`src/rtl/mips_pkg.sv`:
```
// mips_pkg: shared MIPS-style constants and types for the fetch stage.
// Provides Instr, ADDRESS_WIDTH, INSTRUCTION_WIDTH, BPI, HALT_OPCODE and
// is_halt(). With IF_FETCH_COUNT_EN defined it also provides CountInstruction().
package mips_pkg;
  localparam int ADDRESS_WIDTH = 32;
  localparam int INSTRUCTION_WIDTH = 32;
  localparam int BPI = 4;
  localparam logic [5:0] HALT_OPCODE = 6'b010001;
  typedef logic [INSTRUCTION_WIDTH-1:0] Instr;
  function automatic logic is_halt(input Instr i);
    return i[INSTRUCTION_WIDTH-1 -: 6] == HALT_OPCODE;
  endfunction
`ifdef IF_FETCH_COUNT_EN
  function automatic void CountInstruction();
  endfunction
`endif
endpackage

```
`src/rtl/if_instr_buf.sv`:
```
// if_instr_buf: DEPTH-entry FIFO of {pc, instr} between fetch and decode.
// Ports: clk, rst_n (async active-low); push/push_pc/push_instr write side;
// pop/flush read and clear; head_pc/head_instr (zero when empty); full, empty, count.
module if_instr_buf
  import mips_pkg::*;
#(
  parameter int DEPTH = 2
) (
  input  logic                     clk,
  input  logic                     rst_n,
  input  logic                     push,
  input  logic                     pop,
  input  logic                     flush,
  input  logic [ADDRESS_WIDTH-1:0] push_pc,
  input  Instr                     push_instr,
  output logic [ADDRESS_WIDTH-1:0] head_pc,
  output Instr                     head_instr,
  output logic                     full,
  output logic                     empty,
  output logic [2:0]               count
);
  localparam int AW = $clog2(DEPTH);
  logic [AW-1:0] wr_ptr_q, wr_ptr_d, rd_ptr_q, rd_ptr_d;
  logic [2:0] count_q, count_d;
  logic [ADDRESS_WIDTH-1:0] pc_mem_q [DEPTH];
  Instr instr_mem_q [DEPTH];

  function automatic logic [AW-1:0] nxt(input logic [AW-1:0] p);
    return (p == AW'(DEPTH - 1)) ? '0 : p + AW'(1);
  endfunction

  always_comb begin
    wr_ptr_d   = flush ? '0 : push ? nxt(wr_ptr_q) : wr_ptr_q;
    rd_ptr_d   = flush ? '0 : pop ? nxt(rd_ptr_q) : rd_ptr_q;
    count_d    = flush ? '0 : count_q + 3'(push) - 3'(pop);
    empty      = count_q == '0;
    full       = count_q == 3'(DEPTH);
    count      = count_q;
    head_pc    = empty ? '0 : pc_mem_q[rd_ptr_q];
    head_instr = empty ? '0 : instr_mem_q[rd_ptr_q];
  end

  always_ff @(posedge clk or negedge rst_n)
    if (!rst_n) begin
      wr_ptr_q <= '0;
      rd_ptr_q <= '0;
      count_q  <= '0;
    end else begin
      wr_ptr_q <= wr_ptr_d;
      rd_ptr_q <= rd_ptr_d;
      count_q  <= count_d;
    end

  always_ff @(posedge clk)
    if (push && !flush) begin
      pc_mem_q[wr_ptr_q]    <= push_pc;
      instr_mem_q[wr_ptr_q] <= push_instr;
    end
endmodule

```
`src/rtl/if_fetch_stage.sv`:
```
// if_fetch_stage: credit-limited instruction fetch with redirect, discard and HALT.
// Ports: clk, rst_n (async active-low); imem_req_* request channel; imem_rsp_*
// in-order responses; redirect_valid/redirect_pc; id_valid/id_ready/id_instr/id_pc
// to decode; halted. Macro IF_FETCH_COUNT_EN adds output fetch_count (pop counter).
module if_fetch_stage
  import mips_pkg::*;
#(
  parameter logic [ADDRESS_WIDTH-1:0] RESET_PC  = 32'h0000_0000,
  parameter int                       BUF_DEPTH = 2
) (
  input  logic                     clk,
  input  logic                     rst_n,
  output logic                     imem_req_valid,
  input  logic                     imem_req_ready,
  output logic [ADDRESS_WIDTH-1:0] imem_req_addr,
  input  logic                     imem_rsp_valid,
  input  Instr                     imem_rsp_data,
  input  logic                     redirect_valid,
  input  logic [ADDRESS_WIDTH-1:0] redirect_pc,
  output logic                     id_valid,
  input  logic                     id_ready,
  output Instr                     id_instr,
  output logic [ADDRESS_WIDTH-1:0] id_pc,
  output logic                     halted
`ifdef IF_FETCH_COUNT_EN
  ,
  output logic [31:0]              fetch_count
`endif
);
  logic [ADDRESS_WIDTH-1:0] fetch_pc_q, fetch_pc_d, rsp_pc_q, rsp_pc_d, redirect_tgt;
  logic [2:0] outstanding_q, outstanding_d, discard_q, discard_d, occ;
  logic halted_q, halted_d;
  logic rsp_fire, req_fire, push, pop, buf_full, buf_empty;

  always_comb begin
    redirect_tgt   = redirect_pc & ~ADDRESS_WIDTH'(3);
    // A response with nothing outstanding (e.g. left over from before reset) is ignored.
    rsp_fire       = imem_rsp_valid && outstanding_q != '0;
    push           = rsp_fire && discard_q == '0 && !halted_q && !redirect_valid;
    imem_req_valid = rst_n && !redirect_valid && !halted_q && !buf_full &&
                     ({1'b0, outstanding_q} + {1'b0, occ} < 4'(BUF_DEPTH));
    imem_req_addr  = fetch_pc_q;
    req_fire       = imem_req_valid && imem_req_ready;
    id_valid       = !buf_empty && !redirect_valid;
    pop            = id_valid && id_ready;
    halted         = halted_q;
    fetch_pc_d     = redirect_valid ? redirect_tgt :
                     req_fire ? fetch_pc_q + ADDRESS_WIDTH'(BPI) : fetch_pc_q;
    // rsp_pc tracks the PC of the next response that will actually be buffered.
    rsp_pc_d       = redirect_valid ? redirect_tgt :
                     push ? rsp_pc_q + ADDRESS_WIDTH'(BPI) : rsp_pc_q;
    outstanding_d  = outstanding_q + 3'(req_fire) - 3'(rsp_fire);
    discard_d      = redirect_valid ? outstanding_q - 3'(rsp_fire) :
                     discard_q - 3'(rsp_fire && discard_q != '0);
    halted_d       = redirect_valid ? 1'b0 :
                     (push && is_halt(imem_rsp_data)) ? 1'b1 : halted_q;
  end

  always_ff @(posedge clk or negedge rst_n)
    if (!rst_n) begin
      fetch_pc_q    <= RESET_PC;
      rsp_pc_q      <= RESET_PC;
      outstanding_q <= '0;
      discard_q     <= '0;
      halted_q      <= 1'b0;
    end else begin
      fetch_pc_q    <= fetch_pc_d;
      rsp_pc_q      <= rsp_pc_d;
      outstanding_q <= outstanding_d;
      discard_q     <= discard_d;
      halted_q      <= halted_d;
    end

  if_instr_buf #(.DEPTH(BUF_DEPTH)) u_buf (
    .clk        (clk),
    .rst_n      (rst_n),
    .push       (push),
    .pop        (pop),
    .flush      (redirect_valid),
    .push_pc    (rsp_pc_q),
    .push_instr (imem_rsp_data),
    .head_pc    (id_pc),
    .head_instr (id_instr),
    .full       (buf_full),
    .empty      (buf_empty),
    .count      (occ)
  );

`ifdef IF_FETCH_COUNT_EN
  logic [31:0] fetch_count_q, fetch_count_d;
  always_comb begin
    fetch_count_d = fetch_count_q + 32'(pop);
    fetch_count   = fetch_count_q;
  end
  always_ff @(posedge clk or negedge rst_n)
    if (!rst_n) fetch_count_q <= '0;
    else fetch_count_q <= fetch_count_d;
`ifndef SYNTHESIS
  always_ff @(posedge clk)
    if (pop) CountInstruction();
`endif
`endif
endmodule

```
`config.mk`:
```
export PLATFORM = sky130hd
export DESIGN_NAME = if_fetch_stage
export DESIGN_NICKNAME = d
export VERILOG_FILES = /design/src/rtl/mips_pkg.sv /design/src/rtl/if_instr_buf.sv /design/src/rtl/if_fetch_stage.sv
export SDC_FILE = /design/constraint.sdc
export NUM_CORES = 1
export LEC_CHECK = 0
export ABC_AREA = 1
export CELL_PAD_IN_SITES_DETAIL_PLACEMENT = 0
export CELL_PAD_IN_SITES_GLOBAL_PLACEMENT = 1
export CORE_MARGIN = 3
export CORE_UTILIZATION = 44
export DETAILED_ROUTE_END_ITERATION = 6
export PLACE_DENSITY = 0.85
export SYNTH_ARGS = -nofsm -noshare
export SYNTH_HDL_FRONTEND = slang
export SYNTH_SLANG_ARGS = --single-unit
```
`constraint.sdc`:
```
create_clock -name clk -period 12.6 [get_ports clk]
set_input_delay 1.26 -clock clk [delete_from_list [all_inputs] [get_ports clk]]
set_output_delay 1.26 -clock clk [all_outputs]
set_load 0.05 [all_outputs]
```
== Yosys cells after proc, flatten, opt, wreduce, memory -nomap -nowiden ==
Memories as Yosys holds them, arrays and structs flattened.
Cells that the tools add are included.
Storage, ports and cells
  memories: 2
  output and inout port bits: 99
  word-level logic and storage cells: 68
  bits of input ports: 70
  register bits: 76
  memory bits (writable): 128
Memories
  u_buf.instr_mem_q: depth 2, width 32, rd ports 1, clocked after memory_dff 0, wr ports 1, line if_instr_buf.sv:26  | Instr instr_mem_q [DEPTH];
  u_buf.pc_mem_q: depth 2, width 32, rd ports 1, clocked after memory_dff 0, wr ports 1, line if_instr_buf.sv:25  | logic [ADDRESS_WIDTH-1:0] pc_mem_q [DEPTH];
Cells by class
  reductions and logical operators: 26
  add/sub/neg operators: 11
  equality and inequality tests: 2
  order comparisons: 1
  mux-type cells: 18
Operators by type and width (count)
  $mux 32: 6
  $add 32x3->32 const B: 2
  $logic_and 1x1->1: 14
  $sub 3x1->3: 4
  $mux 1: 10
  $reduce_bool 2->1: 4
  $add 3x1->3: 2
  $eq 6x5->1 const B: 1
  $logic_not 3->1: 2
  $mux 3: 2
  $reduce_bool 3->1: 2
  $add 3x3->4: 1
  $logic_not 1->1: 4
  $lt 4x2->1 const B: 1
  $eq 3x2->1 const B: 1
  $add 1x1->1 const B: 2

== Logic depth before layout (Yosys ltp) ==
  word-level depth: 8
  depth in mapped cells: 14
  mapped depth without buffers: 13

== Hierarchy ==
A second synthesis with hierarchy kept.
Second synthesis, totals
  cells, all modules: 1199
  area, all modules: 10445.0 um2
Modules (own cells, without submodules)
  if_instr_buf: sequential area each 3968.8 um2, area an instance 5569.1 um2, instances 1, cells each 503
  if_fetch_stage: sequential area each 1676.6 um2, area an instance 4875.9 um2, instances 1, cells each 696

== Least setup slack after synthesis ==
No wires, ideal clock.
  kind: input port to flip-flop
  start: input redirect_valid
  end: memory u_buf.instr_mem_q[1][0] (netlist bit), enable pin
  required time: 12.118 ns
  stages on the path: 4
  path buffers: 1
  arrival: 4.371 ns
  setup time: 0.482 ns
  path slack: 7.747 ns
  cell sequence: clkinv_2 > clkbuf_1 > nand2_1 > nor2_1
Between the ends
  longest elaborated chain between the ends: 5
RTL lines
  start, declared: line if_fetch_stage.sv:18  | input logic redirect_valid,
  $logic_not 1->1 *: line if_instr_buf.sv:55, if_fetch_stage.sv:39
  $logic_and 1x1->1: line if_fetch_stage.sv:39  | push = rsp_fire && discard_q == '0 && !halted_q && !redirect_valid;
  $logic_and 1x1->1 *: line if_instr_buf.sv:55  | if (push && !flush) begin
  $mux 1 *: line if_instr_buf.sv:55
  $mux 1 (not written as such) *: line if_instr_buf.sv:57  | instr_mem_q[wr_ptr_q] <= push_instr;
  end, declared: line if_instr_buf.sv:26
Mark *: on every way between the ends. The rest lies on a longest branch, timed or not.

== Worst setup path in the final report ==
  start: input redirect_valid
  end: output imem_req_valid
Between the ends
  longest elaborated chain between the ends: 5
RTL lines
  $logic_not 1->1: line if_fetch_stage.sv:40  | imem_req_valid = rst_n && !redirect_valid && !halted_q && !buf_full &&
  $logic_and 1x1->1 (4 in a row): line if_fetch_stage.sv:40
  end, declared: line if_fetch_stage.sv:13  | output logic imem_req_valid,
Every way passes these cells.

==> flow_metrics.tcl <==
set metrics [dict create \
    outcome "complete, no violations" \
    avgRoutedWirePerCell_um 16.19 \
    cp-start-kind "input port" \
    cp_data_arrival_time_ns 3.76 \
    critPathLaunch "redirect_valid" \
    hp-start "rsp_pc_q[30]" \
    rsz0062_at_grt "no" \
    cp-end-kind "output pin" \
    post-cts-setup-buffers 0 \
    multi_input_area_mm2 0.003905 \
    synthTopCellsByCount "nand2_1, inv_1, edfxtp_1" \
    grt_pass1_vias 7510 \
    synth-seq-cells 196 \
    hold_depth 0 \
    grt_pass1_wl_mm 38.87 \
    antenna_found_initial 0 \
    insertion_delay_ns 0.43 \
    grt_overflow 0 \
    worstPathRequired_ns 11.34 \
    busiest_layer "met2" \
    worst_pin_slew_ns 1.095 \
    grtUsageMet3 0.03718 \
    tns_ns 0 \
    die_height_um 157.8 \
    holdWs_ns 0.5247 \
    numClockSinks 196 \
    min_path_type "reg2reg" \
    cts_tree "yes" \
    clk_path_buf_depth 2 \
    synth_cells 1071 \
    portBuffers 162 \
    cts_hold_buf 0 \
    setup_violations 0 \
    drive_above_1_share 0.1153 \
    power.leakage_nw 5.367 \
    grt_usage 0.1991 \
    yosysWarningCount 0 \
    min_period_ns 5.021 \
    core_region_area_mm2 0.02223 \
    numCtsBuffers 17 \
    root_buffer "clkbuf_16" \
    yosysSeqAreaShare 0.5451 \
    ctsResizeCount 0 \
    synth_ff_type "edfxtp_1" \
    synth.distinct_cells 45 \
    totalWireLength_mm 24.62 \
    antenna_cells 0 \
    power_mw 2.618 \
    die_w_um 157.8 \
    synth_top_area_share 0.3674 \
    syn_area_per_cell_um2 9.464 \
    ff2ff_path_depth 11 \
    yosysTopAreaCell "edfxtp_1" \
    syn_to_final_growth_pct 24.07 \
    drv_cap 0 \
    p_per_area_mw_per_mm2 208.2 \
    cts_max_level 4 \
    filler_cell_count 1955 \
    synth_edf_count 124 \
    viasPerCell 5.058 \
    synthArstFlopShare 0.3673 \
    die_area_mm2 0.02489 \
    nNetsFinal 1312 \
    final_antenna_net_count 0 \
    fin_skew_ns 0.01341 \
    rows 54 \
    rr_startpoint "outstanding_q[1]" \
    netlist_area_mm2 0.01014 \
    first_pass_iters 5 \
    vias 7688 \
    clk_pin_slew_ns 0.07 \
    drtIter0Drc 464 \
    grt_util_met2 0.3230 \
    critical_path_class "in2out" \
    timing.final.max_slew_violations 0 \
    final-seq-area_mm2 0.005527 \
    grt_max_degree 63 \
    initial_utilization 0.4560 \
    path_max_fanout 47 \
    dp_hpwl_mm 17.16 \
    relSlewSlack 0.2689 \
    vdd_drop_max_mv 0.1182 \
    synth.area.top_cells "edfxtp_1, dfrtp_1, nand2_1, mux2_2, nand3_1" \
    fin_crit_sh 0.3985 \
    hold_violations 0 \
    max_freq_ghz 0.1992 \
    boundaryPins 169 \
    place_congestion 0.8561 \
    synth_most_common_cell "nand2_1" \
    drcViolationCount 0 \
    met1_usage 0.2766 \
]
critical path: stages:
cell and delay [ns]:
buf_2 0.07, buf_4 0.45, clkinv_2 0.72, nand3_2 0.31, nor2_4 0.07, nand3_4 0.09
inv_1 0.06, clkdlybuf4s50_1 0.70
report_power, final:
group / switching [mW] / internal, mW
Sequential: 0.0856 / 0.767
Combinational: 0.803 / 0.399
Clock: 0.261 / 0.303
Total: 1.15 / 1.47
metrics by stage:
step,utilization,setup WS [ns],instances,area [µm²]
final,0.5657,7.579,1520,12580
after floorplan,-,7.747,1074,10150
after detailed placement,0.5383,7.579,1488,11970
after global routing,0.5657,7.402,1520,12580
after CTS,0.5657,7.558,1520,12580
after global placement,0.5383,7.580,1488,11970
layer usage:
metal,up-vias,wire (µm)
met4,0,359
met2,236,11180
met1,3645,11520
met3,22,1563
met5,-,0
li1,3785,-
state kept, by name (all words and copies together) (netlist names):
register / flops
u_buf.instr_mem_q: 64
u_buf.wr_ptr_q: 1
u_buf.rd_ptr_q: 1
rsp_pc_q: 30
discard_q: 3
outstanding_q: 3
u_buf.count: 3
u_buf.pc_mem_q: 60
imem_req_addr: 30
halted: 1
final cells by class:
| class | count | share of cell area |
|---|---|---|
| clock buffer | 17 | 0.03383 |
| clock inverter | 15 | 0.01472 |
| inverter | 142 | 0.04248 |
| multi-input combinational | 703 | 0.3105 |
| sequential | 196 | 0.4395 |
| tap | 280 | 0.02786 |
| timing repair buffer | 167 | 0.1311 |
cells by family after synthesis:
group,synth area share
buffers and inverters,0.07147
AND/OR/NAND/NOR,0.2403
other,0.0003700
AO/OA/AOI/OAI,0.02864
adder cells (fa/ha/maj),0.02074
multiplexers,0.07086
XOR/XNOR,0.02247
flip-flops,0.5451
cells in the final DEF (no fill, tap or decap), types with 4 or more instances in the layout:
master and n:
a31oi_1 4, dfrtp_1 71, buf_4 5, nand4_1 4, inv_1 136, nor2_2 10
o21ai_0 23, mux2_2 62, nand2_1 308, nand2_2 4, inv_6 4, ha_1 12
xnor2_1 8, inv_8 4, a21oi_1 9, nor2_1 79, clkdlybuf4s50_1 160, inv_2 5
nor2_4 9, xor2_1 18, nand3_1 104, a21boi_0 4, edfxtp_1 124, o211ai_1 4
clkbuf_16 17, conb_1 4
worst paths after layout:
path,to,slack (ns)
hold / removal,u_buf.pc_mem_q[0][30],0.52
setup reg to reg,outstanding_q[2],9.44
max in group asynchronous,u_buf.rd_ptr_q,10.64
hold reg to reg,u_buf.pc_mem_q[0][30],0.52
min in group asynchronous,imem_req_addr[29],0.79
setup / recovery,imem_req_valid,7.58
No activity file was read; power rests on OpenSTA's default activity.
